File: src/rtl/npc_sim_ctrl.sv
`default_nettype none
// ============================================================================
// Module      : npc_sim_ctrl
// Description : Simulation-control block between the bench clock/reset and
//               the CPU core. Stretches reset into the core, counts RUN
//               cycles and retired instructions, captures the ebreak exit
//               code, and runs a global timeout plus a no-commit watchdog.
//               Optional commit-PC trace ring: NPC_SIM_CTRL_TRACE_EN.
// Revision    : 1.0 - initial release
// ============================================================================
module npc_sim_ctrl #(
   parameter int XLEN           = 32,
   parameter int CNT_W          = 64,
   parameter int RST_CYCLES     = 16,
   parameter int TIMEOUT_CYCLES = 1000000,
   parameter int HANG_CYCLES    = 4096,
   parameter int TRACE_DEPTH    = 16
) (
   input  logic                           clk,
   input  logic                           rstn,
   input  logic                           i_commit_valid,
   input  logic [XLEN-1:0]                i_commit_pc,
   input  logic                           i_halt_req,
   input  logic [XLEN-1:0]                i_halt_code,
   output logic                           o_core_rstn,
   output logic                           o_done,
   output logic                           o_pass,
   output logic                           o_timeout,
   output logic [XLEN-1:0]                o_exit_code,
   output logic [CNT_W-1:0]               o_cycle_cnt,
   output logic [CNT_W-1:0]               o_instret_cnt,
   input  logic [$clog2(TRACE_DEPTH)-1:0] i_trace_rd_idx,
   output logic [XLEN-1:0]                o_trace_rd_pc,
   output logic [$clog2(TRACE_DEPTH):0]   o_trace_cnt
);

   typedef enum logic [1:0] {
      S_RST     = 2'd0,
      S_RUN     = 2'd1,
      S_HALT    = 2'd2,
      S_TIMEOUT = 2'd3
   } state_t;

   // Limits are compared as "last allowed value" so the transition happens
   // on the edge that completes the N-th cycle. A zero limit disables the
   // check, so the wrapped value of N-1 is never consulted.
   localparam logic [CNT_W-1:0] c_CNT_MAX   = '1;
   localparam logic [CNT_W-1:0] c_CNT_ONE   = CNT_W'(1);
   localparam logic [CNT_W-1:0] c_TO_LAST   = CNT_W'(TIMEOUT_CYCLES - 1);
   localparam logic [CNT_W-1:0] c_HANG_LAST = CNT_W'(HANG_CYCLES - 1);
   localparam logic [31:0]      c_RST_LAST  = 32'(RST_CYCLES - 1);
   localparam bit               c_TO_EN     = (TIMEOUT_CYCLES != 0);
   localparam bit               c_HANG_EN   = (HANG_CYCLES != 0);

   state_t            r_state;
   logic [31:0]       r_rst_cnt;
   logic [CNT_W-1:0]  r_idle_cnt;
   logic [CNT_W-1:0]  r_cycle_cnt;
   logic [CNT_W-1:0]  r_instret_cnt;
   logic              r_core_rstn;
   logic              r_done;
   logic              r_pass;
   logic              r_timeout;
   logic [XLEN-1:0]   r_exit_code;

   logic [CNT_W-1:0]  w_cycle_nxt;
   logic [CNT_W-1:0]  w_instret_nxt;
   logic [CNT_W-1:0]  w_idle_nxt;
   logic              w_to_hit;
   logic              w_hang_hit;

   // Saturating increments and stop-condition detection for the RUN state
   assign w_cycle_nxt   = (r_cycle_cnt   == c_CNT_MAX) ? r_cycle_cnt   : r_cycle_cnt   + c_CNT_ONE;
   assign w_instret_nxt = (r_instret_cnt == c_CNT_MAX) ? r_instret_cnt : r_instret_cnt + c_CNT_ONE;
   assign w_idle_nxt    = (r_idle_cnt    == c_CNT_MAX) ? r_idle_cnt    : r_idle_cnt    + c_CNT_ONE;
   assign w_to_hit      = c_TO_EN && (r_cycle_cnt == c_TO_LAST);
   assign w_hang_hit    = c_HANG_EN && !i_commit_valid && (r_idle_cnt == c_HANG_LAST);

   // Control FSM: reset stretch, run accounting, terminal halt/timeout
   always_ff @(posedge clk or negedge rstn) begin
      if (!rstn) begin
         r_state       <= S_RST;
         r_rst_cnt     <= '0;
         r_idle_cnt    <= '0;
         r_cycle_cnt   <= '0;
         r_instret_cnt <= '0;
         r_core_rstn   <= 1'b0;
         r_done        <= 1'b0;
         r_pass        <= 1'b0;
         r_timeout     <= 1'b0;
         r_exit_code   <= '0;
      end else begin
         case (r_state)
            S_RST: begin
               r_rst_cnt <= r_rst_cnt + 32'd1;
               if (r_rst_cnt == c_RST_LAST) begin
                  r_state     <= S_RUN;
                  r_core_rstn <= 1'b1;
               end
            end
            S_RUN: begin
               r_cycle_cnt <= w_cycle_nxt;
               if (i_commit_valid) begin
                  r_instret_cnt <= w_instret_nxt;
                  r_idle_cnt    <= '0;
               end else begin
                  r_idle_cnt    <= w_idle_nxt;
               end
               // A halt outranks both watchdogs firing on the same cycle
               if (i_halt_req) begin
                  r_state     <= S_HALT;
                  r_exit_code <= i_halt_code;
                  r_pass      <= (i_halt_code == '0);
                  r_done      <= 1'b1;
                  r_core_rstn <= 1'b0;
               end else if (w_to_hit || w_hang_hit) begin
                  r_state     <= S_TIMEOUT;
                  r_timeout   <= 1'b1;
                  r_done      <= 1'b1;
                  r_core_rstn <= 1'b0;
               end
            end
            default: begin
               // HALT / TIMEOUT: everything frozen until rstn
            end
         endcase
      end
   end

   assign o_core_rstn   = r_core_rstn;
   assign o_done        = r_done;
   assign o_pass        = r_pass;
   assign o_timeout     = r_timeout;
   assign o_exit_code   = r_exit_code;
   assign o_cycle_cnt   = r_cycle_cnt;
   assign o_instret_cnt = r_instret_cnt;

`ifdef NPC_SIM_CTRL_TRACE_EN
   localparam int                 c_PTR_W      = $clog2(TRACE_DEPTH);
   localparam logic [c_PTR_W-1:0] c_PTR_ONE    = c_PTR_W'(1);
   localparam logic [c_PTR_W:0]   c_TRACE_FULL = (c_PTR_W + 1)'(TRACE_DEPTH);
   localparam logic [c_PTR_W:0]   c_TCNT_ONE   = (c_PTR_W + 1)'(1);

   logic [XLEN-1:0]    r_ring [TRACE_DEPTH];
   logic [c_PTR_W-1:0] r_wptr;
   logic [c_PTR_W:0]   r_trace_cnt;
   logic               w_trace_wr;
   logic [c_PTR_W-1:0] w_rd_ptr;

   // Only RUN-state commits are recorded, so the ring freezes on stop
   assign w_trace_wr = (r_state == S_RUN) && i_commit_valid;
   // Index 0 is the newest entry; power-of-two depth makes the wrap free
   assign w_rd_ptr   = r_wptr - c_PTR_ONE - i_trace_rd_idx;

   // Ring storage has no reset; stale entries are masked by trace_cnt
   always_ff @(posedge clk) begin
      if (w_trace_wr) begin
         r_ring[r_wptr] <= i_commit_pc;
      end
   end

   // Write pointer and saturating fill count
   always_ff @(posedge clk or negedge rstn) begin
      if (!rstn) begin
         r_wptr      <= '0;
         r_trace_cnt <= '0;
      end else if (w_trace_wr) begin
         r_wptr <= r_wptr + c_PTR_ONE;
         if (r_trace_cnt != c_TRACE_FULL) begin
            r_trace_cnt <= r_trace_cnt + c_TCNT_ONE;
         end
      end
   end

   assign o_trace_rd_pc = r_ring[w_rd_ptr];
   assign o_trace_cnt   = r_trace_cnt;
`else
   logic w_unused_trace;

   // Trace disabled: ports kept, driven constant, inputs sunk
   assign w_unused_trace = ^{i_trace_rd_idx, i_commit_pc};
   assign o_trace_rd_pc  = '0;
   assign o_trace_cnt    = '0;
`endif

endmodule
`default_nettype wire

File: config.mk
export PLATFORM = sky130hd
export DESIGN_NAME = npc_sim_ctrl
export DESIGN_NICKNAME = d
export VERILOG_FILES = /design/src/rtl/npc_sim_ctrl.sv
export SDC_FILE = /design/constraint.sdc
export NUM_CORES = 1
export LEC_CHECK = 0
export ABC_CLOCK_PERIOD_IN_PS = 3100
export CORE_ASPECT_RATIO = 1.25
export CORE_MARGIN = 8
export CORE_UTILIZATION = 52
export CTS_CLUSTER_DIAMETER = 40
export DETAILED_ROUTE_END_ITERATION = 8
export PLACE_DENSITY = 0.81
export SLEW_MARGIN = 20
export SYNTH_ARGS = -nofsm -noshare
export SYNTH_HDL_FRONTEND = slang
export SYNTH_SLANG_ARGS = --single-unit
File: constraint.sdc
create_clock -name clk -period 3.1 [get_ports clk]
set_input_delay 0.62 -clock clk [delete_from_list [all_inputs] [get_ports clk]]
set_output_delay 0.62 -clock clk [all_outputs]
set_load 0.02 [all_outputs]
==> impl_metrics.csv, run 1 <==
group,metric,value,unit
clock_tree,ctsResizeCount,0,
timing,finalSetupViolations,0,
power,power_leakage,0.00728,uW
power,seqPwrFrac,0.441,
placement,gp_congestion,0.888,
layout,syn_to_final_growth,27.0,%
global_route,grt_pass1_vias,11900,
hold_path,hold_path.class,"input pin to async pin",
synth,ys_seq_area_frac,0.491,
setup_path,rr_worst_depth,7,
setup_path,endpoint_kind,"flip-flop",
setup_path,path_class,"flip-flop to flip-flop",
power,p_int,6410,uW
synth,synth_area_leaders,"dfrtp_1 (49%), xnor2_1 (5.7%), xor2_1 (5.4%)",
floorplanning,core,25200,um2
timing,slew_headroom,0.505,
timing,tns,0,ps
timing,finalClockSkew,22.7,ps
timing,timing_hold_violations_final,0,
global_route,grt.total_usage,0.230,
synth,yosysUniqueCellTypes,61,
setup_path,crit_path_max_fanout,7,
clock_tree,cts_max_level,1,
power,pwr-share-clk,0.464,
synth,async_flop_share,1.00,
power,power-per-cell-area,502,nW/um2
timing,fin_crit,2720,ps
layout,drive_above_1_share,0.0937,
clock_tree,cts_tree,"done",
power,swShare,0.245,
placement,portBuffers,199,
routing,post-route-drc-count,0,
floorplanning,dieWidth,159,um
routing,via_count,11500,
global_route,antenna_found_initial,0,
routing,drtIter0Drc,744,
clock_tree,cts_buffers,30,
synth,synthFlopType,"dfrtp_1",
timing,rsz0062_at_grt,"false",
clock_tree,clk_pin_slew_worst_paths,60,ps
run_status,status,"finished, final reports clean",
synth,postSynthAreaPerCell,9.96,um2
routing,postRouteAntennaNets,0,
timing,fmax,368,MHz
power,p_comb_frac,0.095,
setup_path,reg2reg_from,"o_instret_cnt[1]$_DFFE_PN0P_",
power,p_switching,2080,uW
setup_path,r2r_slack,380,ps
timing,finalCritPeriodShare,0.877,
timing,tightest_slew,742,ps
synth,syn_area,13300,um2
layout,n_antenna_cell,0,
global_route,grt_pass1_wl,60800,um
synth,synth_top_cell_by_area,"dfrtp_1",
placement,dp.final_hpwl,25800,um
synth,synth_edf_count,0,
timing,setup_ws,380,ps
floorplanning,die_height,195,um
synth,synth_seq_cells,262,
floorplanning,row_count,65,
routing,drt_wl_total,36200,um
power,vdd_drop_max,488,uV
clock_tree,clock_path_buffers,3,
clock_tree,insertion_delay,580,ps
setup_path,endpoint,"o_instret_cnt[61]$_DFFE_PN0P_",
clock_tree,cts_hold_buf,0,
routing,first_pass_iters,5,
setup_path,r2r_end,"o_instret_cnt[61]$_DFFE_PN0P_",
setup_path,worstPathArrival,3150,ps
setup_path,worst_ep_required_time,3530,ps
placement,place_ws,295,ps
layout,nNetsFinal,1642,
routing,avgViaCountPerCell,5.97,
setup_path,startpoint,"o_instret_cnt[1]$_DFFE_PN0P_",
clock_tree,cts.sink_count,262,
global_route,grt.overflow.total,0,
global_route,grt_max_degree,75,
floorplanning,start_util,0.529,
floorplanning,die_area,31100,um2
routing,routedWlPerCell,18.8,um
clock_tree,cts_root_buf,"clkbuf_16",
synth,yosysWarnings,0,
synth,synth_cells,1340,
flow_run,maxCapViolCount,0,
setup_path,start_kind,"flip-flop",
synth,synth_top_area_frac,0.491,
timing,slew_viol_final,0,
clock_tree,post_cts_buffers,0,
floorplanning,num_io_pins,273,
[synthesized netlist by cell type (19+ instances only)]
library cell	instances
a21oi_1	31
and3_1	32
and4_1	24
buf_4	37
clkbuf_1	34
dfrtp_1	262
inv_1	24
mux2_2	33
nand2_1	123
nand3_1	81
nand4_1	83
nor2_1	69
nor3_1	74
nor4_1	69
o21ai_0	19
or4_1	26
xnor2_1	87
xor2_1	83
[metrics by stage]
stage          hold slack [ps]   util  std cells  power [uW]  instance area (um2)
5_1_grt                   50.1  0.672       1925        8780                16900
3_5_place_dp               474  0.627       1869        4610                15800
6_report                  7.76  0.672       1925        8500                16900
4_1_cts                   28.5  0.672       1925        8570                16900
3_3_place_gp               452  0.627       1869        4590                15800
2_1_floorplan              324      -       1376        4180                13500
[worst max-delay path, cell delays in order (launching register included)]
cell and delay (ps):
dfrtp_1 420, ha_1 220, nand4_1 150, nor3_1 410, nand4_1 340, o2111ai_1 710, nor3_1 150, xor2_1 180
[cell type report]
type / instances / area, um2
Multi-Input combinational cell: 1008 / 6380
Clock inverter: 20 / 322
Inverter: 24 / 90.1
Tap cell: 335 / 419
Fill cell: 1902 / 8270
Sequential cell: 262 / 6560
Clock buffer: 36 / 803
Timing Repair Buffer: 240 / 2370
[per-layer routing]
layer  share of wire  vias up  GRT usage
met4           0.031        0     0.0816
met5               0        -          0
met1            0.38     5613      0.264
met2            0.49      475      0.393
met3            0.10      104     0.0791
li1                -     5298          -
[power by group through the flow]
stage / clock [uW] / sequential (uW) / combinational, uW
2_1_floorplan: 0 / 3910 / 279
3_3_place_gp: 0 / 3790 / 805
3_5_place_dp: 0 / 3800 / 815
4_1_cts: 4010 / 3740 / 823
5_1_grt: 4140 / 3770 / 878
6_report: 3940 / 3740 / 811
[registers in the layout, indices dropped and copies added, names as in the netlist, 2 cells and up]
name and count:
r_idle_cnt 64, o_instret_cnt 64, o_cycle_cnt 64, o_exit_code 32
r_rst_cnt 32, r_state 2
[cells by family (layout without fill, tap and decap cells)]
| kind of cell | Yosys count | after routing | share of synthesized area |
|---|---|---|---|
| buf+inv | 106 | 320 | 0.0413 |
| mux | 35 | 35 | 0.0294 |
| xor+xnor | 170 | 170 | 0.112 |
| flops | 262 | 262 | 0.491 |
| fa+ha+maj | 4 | 4 | 0.00375 |
| simple gates | 647 | 647 | 0.264 |
| compound gates | 115 | 115 | 0.0582 |
| other cells | 1 | 37 | 0.000281 |
[cell usage in the layout, fill, tap and decap left out, types with 30 or more instances in the layout]
| master | netlist | layout |
|---|---|---|
| buf_4 | 37 | 36 |
| clkdlybuf4s50_1 | 0 | 198 |
| xnor2_1 | 87 | 87 |
| a21oi_1 | 31 | 31 |
| nand3_1 | 81 | 81 |
| xor2_1 | 83 | 83 |
| clkbuf_16 | 0 | 30 |
| and3_1 | 32 | 32 |
| nand4_1 | 83 | 83 |
| nor3_1 | 74 | 74 |
| nor4_1 | 69 | 69 |
| mux2_2 | 33 | 33 |
| conb_1 | 1 | 37 |
| nor2_1 | 69 | 69 |
| nand2_1 | 123 | 123 |
| dfrtp_1 | 262 | 262 |
[worst min-delay path by stage]
stage / to / startpoint / depth (start not counted)
after floorplan: o_core_rstn$_DFFE_PN0P_ / rstn / 0
after global placement: o_timeout$_DFFE_PN0P_ / o_timeout$_DFFE_PN0P_ / 2
after detailed placement: r_rst_cnt[31]$_DFFE_PN0N_ / r_rst_cnt[31]$_DFFE_PN0N_ / 1
after CTS: r_idle_cnt[43]$_DFFE_PN0P_ / rstn / 1
after global routing: o_instret_cnt[51]$_DFFE_PN0P_ / rstn / 1
final: o_instret_cnt[52]$_DFFE_PN0P_ / rstn / 1
Note: power is estimated with default switching activity, not from simulation.
==> run 2: changes to the inputs <==
--- a/config.mk
+++ b/config.mk
@@ -6,12 +6,14 @@
 export NUM_CORES = 1
 export LEC_CHECK = 0
 export ABC_CLOCK_PERIOD_IN_PS = 3100
+export CAP_MARGIN = 5
 export CORE_ASPECT_RATIO = 1.25
 export CORE_MARGIN = 8
-export CORE_UTILIZATION = 52
+export CORE_UTILIZATION = 54
+export CTS_BUF_LIST = sky130_fd_sc_hd__clkbuf_2
 export CTS_CLUSTER_DIAMETER = 40
 export DETAILED_ROUTE_END_ITERATION = 8
-export PLACE_DENSITY = 0.81
+export PLACE_DENSITY = 0.83
 export SLEW_MARGIN = 20
 export SYNTH_ARGS = -nofsm -noshare
 export SYNTH_HDL_FRONTEND = slang
==> run 2 against run 1 <==
- largest cell class unchanged
- final cell count increased by 2.6%
- via count up 0.67%
- non-clock buffer count is 1 lower
- clock-buffer cell count up 51
- combinational power about the same
- critical endpoint is now o_cycle_cnt[58]$_DFFE_PN0P_
- sequential share of layout area is 1.4 points higher
- clock power down 45%
- routed wire length decreased by 1.9%
- maximum frequency increased by 0.10%
- hold slack gained 330 ps
- first-iteration DRC count decreased by 3.8%
- clock skew grew 38 ps
==> impl_metrics.csv, run 2 (synthesized netlist as in run 1, its figures left out) <==
group,metric,value,unit
run_status,status,"finished, final reports clean",
setup_path,cp_common_cell,"nor3_1",
timing,timing_hold_violations_final,0,
timing,slew_viol_final,0,
timing,fin_crit,2720,ps
setup_path,startpoint,"o_cycle_cnt[9]$_DFFE_PN0P_",
layout,seqCellArea,6560,um2
placement,portBuffers,199,
layout,final_cell_mix,"dfrtp_1 (262), clkdlybuf4s50_1 (198), nand2_1 (123)",
setup_path,reg2reg_from,"o_cycle_cnt[9]$_DFFE_PN0P_",
floorplanning,start_util,0.546,
layout,fillers,1833,
power,power-per-cell-area,411,nW/um2
clock_tree,clk_pin_slew_worst_paths,110,ps
routing,avgViaCountPerCell,5.86,
routing,drt_wl_total,35500,um
placement,dp.final_hpwl,25500,um
setup_path,endpoint_kind,"flip-flop",
floorplanning,num_io_pins,273,
hold_path,hold_path.class,"input pin to async pin",
setup_path,path_class,"flip-flop to flip-flop",
global_route,grt_pass1_wl,58700,um
layout,fin_util,0.670,
layout,nNetsFinal,1672,
clock_tree,cts_tree,"done",
floorplanning,dieWidth,157,um
routing,routedWlPerCell,18.0,um
floorplanning,core,24400,um2
timing,fmax,368,MHz
clock_tree,clock_path_buffers,3,
routing,drtIter0Drc,716,
timing,finalClockSkew,61.2,ps
power,vdd_drop_max,370,uV
setup_path,crit_path_max_fanout,8,
clock_tree,cts.sink_count,262,
clock_tree,cts_max_level,2,
global_route,grt.total_usage,0.236,
routing,first_pass_iters,5,
global_route,grt.overflow.total,0,
timing,finalCritPeriodShare,0.877,
global_route,grt_max_degree,83,
layout,layout_commonest_cell,"dfrtp_1",
clock_tree,ctsResizeCount,0,
layout,drive_above_1_share,0.116,
clock_tree,post_cts_buffers,0,
setup_path,slowest_stage,"or4b_2",
flow_run,maxCapViolCount,0,
layout,multi_input_area,6380,um2
placement,place_ws,221,ps
floorplanning,die_area,30000,um2
timing,tightest_slew,735,ps
global_route,grt_pass1_vias,11800,
routing,via_count,11600,
timing,finalSetupViolations,0,
layout,syn_to_final_growth,22.6,%
timing,tns,0,ps
routing,postRouteAntennaNets,0,
timing,slew_headroom,0.506,
setup_path,start_kind,"flip-flop",
power,power_leakage,0.00716,uW
clock_tree,cts_buffers,61,
routing,post-route-drc-count,0,
timing,setup_ws,383,ps
setup_path,worst_ep_required_time,3850,ps
clock_tree,cts_root_buf,"clkbuf_2",
setup_path,worstPathArrival,3460,ps
timing,rsz0062_at_grt,"false",
floorplanning,row_count,64,
floorplanning,die_height,192,um
placement,gp_congestion,0.923,
setup_path,critPathMaxStageDelay,730,ps
clock_tree,insertion_delay,870,ps
global_route,antenna_found_initial,1,
setup_path,worstPathCellList,"nand4_1 > or4b_2 > nor3_1 > o2111ai_1 > nor3_1 > xnor2_1",
run 2: worst paths after layout:
path                                                     to  slack, ps  depth (start not counted)
worst min register to register    r_rst_cnt[31]$_DFFE_PN0N_        490                          1
worst min-delay path            o_cycle_cnt[41]$_DFFE_PN0P_        340                          2
max in group asynchronous         r_idle_cnt[3]$_DFFE_PN0P_       2000                          3
worst max register to register  o_cycle_cnt[58]$_DFFE_PN0P_        380                          6
min in group clk                      o_timeout$_DFFE_PN0P_        390                          2
worst max-delay path            o_cycle_cnt[58]$_DFFE_PN0P_        380                          6
run 2: final cells by class:
type	count	share of cell area
multi-input cells	1008	0.390
clock buffers	87	0.0266
diodes	1	0.000153
clock inverters	24	0.00642
well taps	330	0.0252
inverters	24	0.00551
repair buffers	239	0.145
flip-flops and latches	262	0.401
run 2: critical path: cells and delay by family (launching register included):
kind	cells	cell delay, ps
AND/OR/NAND/NOR	4	1540
XOR/XNOR	1	160
flip-flops	1	500
AO/OA/AOI/OAI	1	390
run 2: timing repair:
item | CTS | global route
setup endpoints to repair | 0 | 0
hold buffers | 1 | 0
endpoints found under the hold margin | 77 | 0
run 2: report_power, final:
group	internal (uW)	leakage, uW	switching [uW]
combinational	383	0.00326	429
clock	772	0.000423	1400
sequential	3580	0.00348	152
total	4740	0.00716	1980
run 2: routing by layer:
| layer | GRT usage | part of all wire |
|---|---|---|
| met3 | 0.0738 | 0.10 |
| met5 | 0 | 0 |
| met2 | 0.400 | 0.49 |
| met4 | 0.0796 | 0.024 |
| met1 | 0.280 | 0.39 |
run 2: stage by stage:
step	hold WS, ps	std cells	total power [uW]	instance area (um2)
floorplan	324	1376	4180	13500
global placement	454	1862	4590	15800
detailed placement	467	1862	4620	15800
CTS	295	1974	6800	16400
global route	307	1975	7060	16400
finish	339	1975	6720	16400
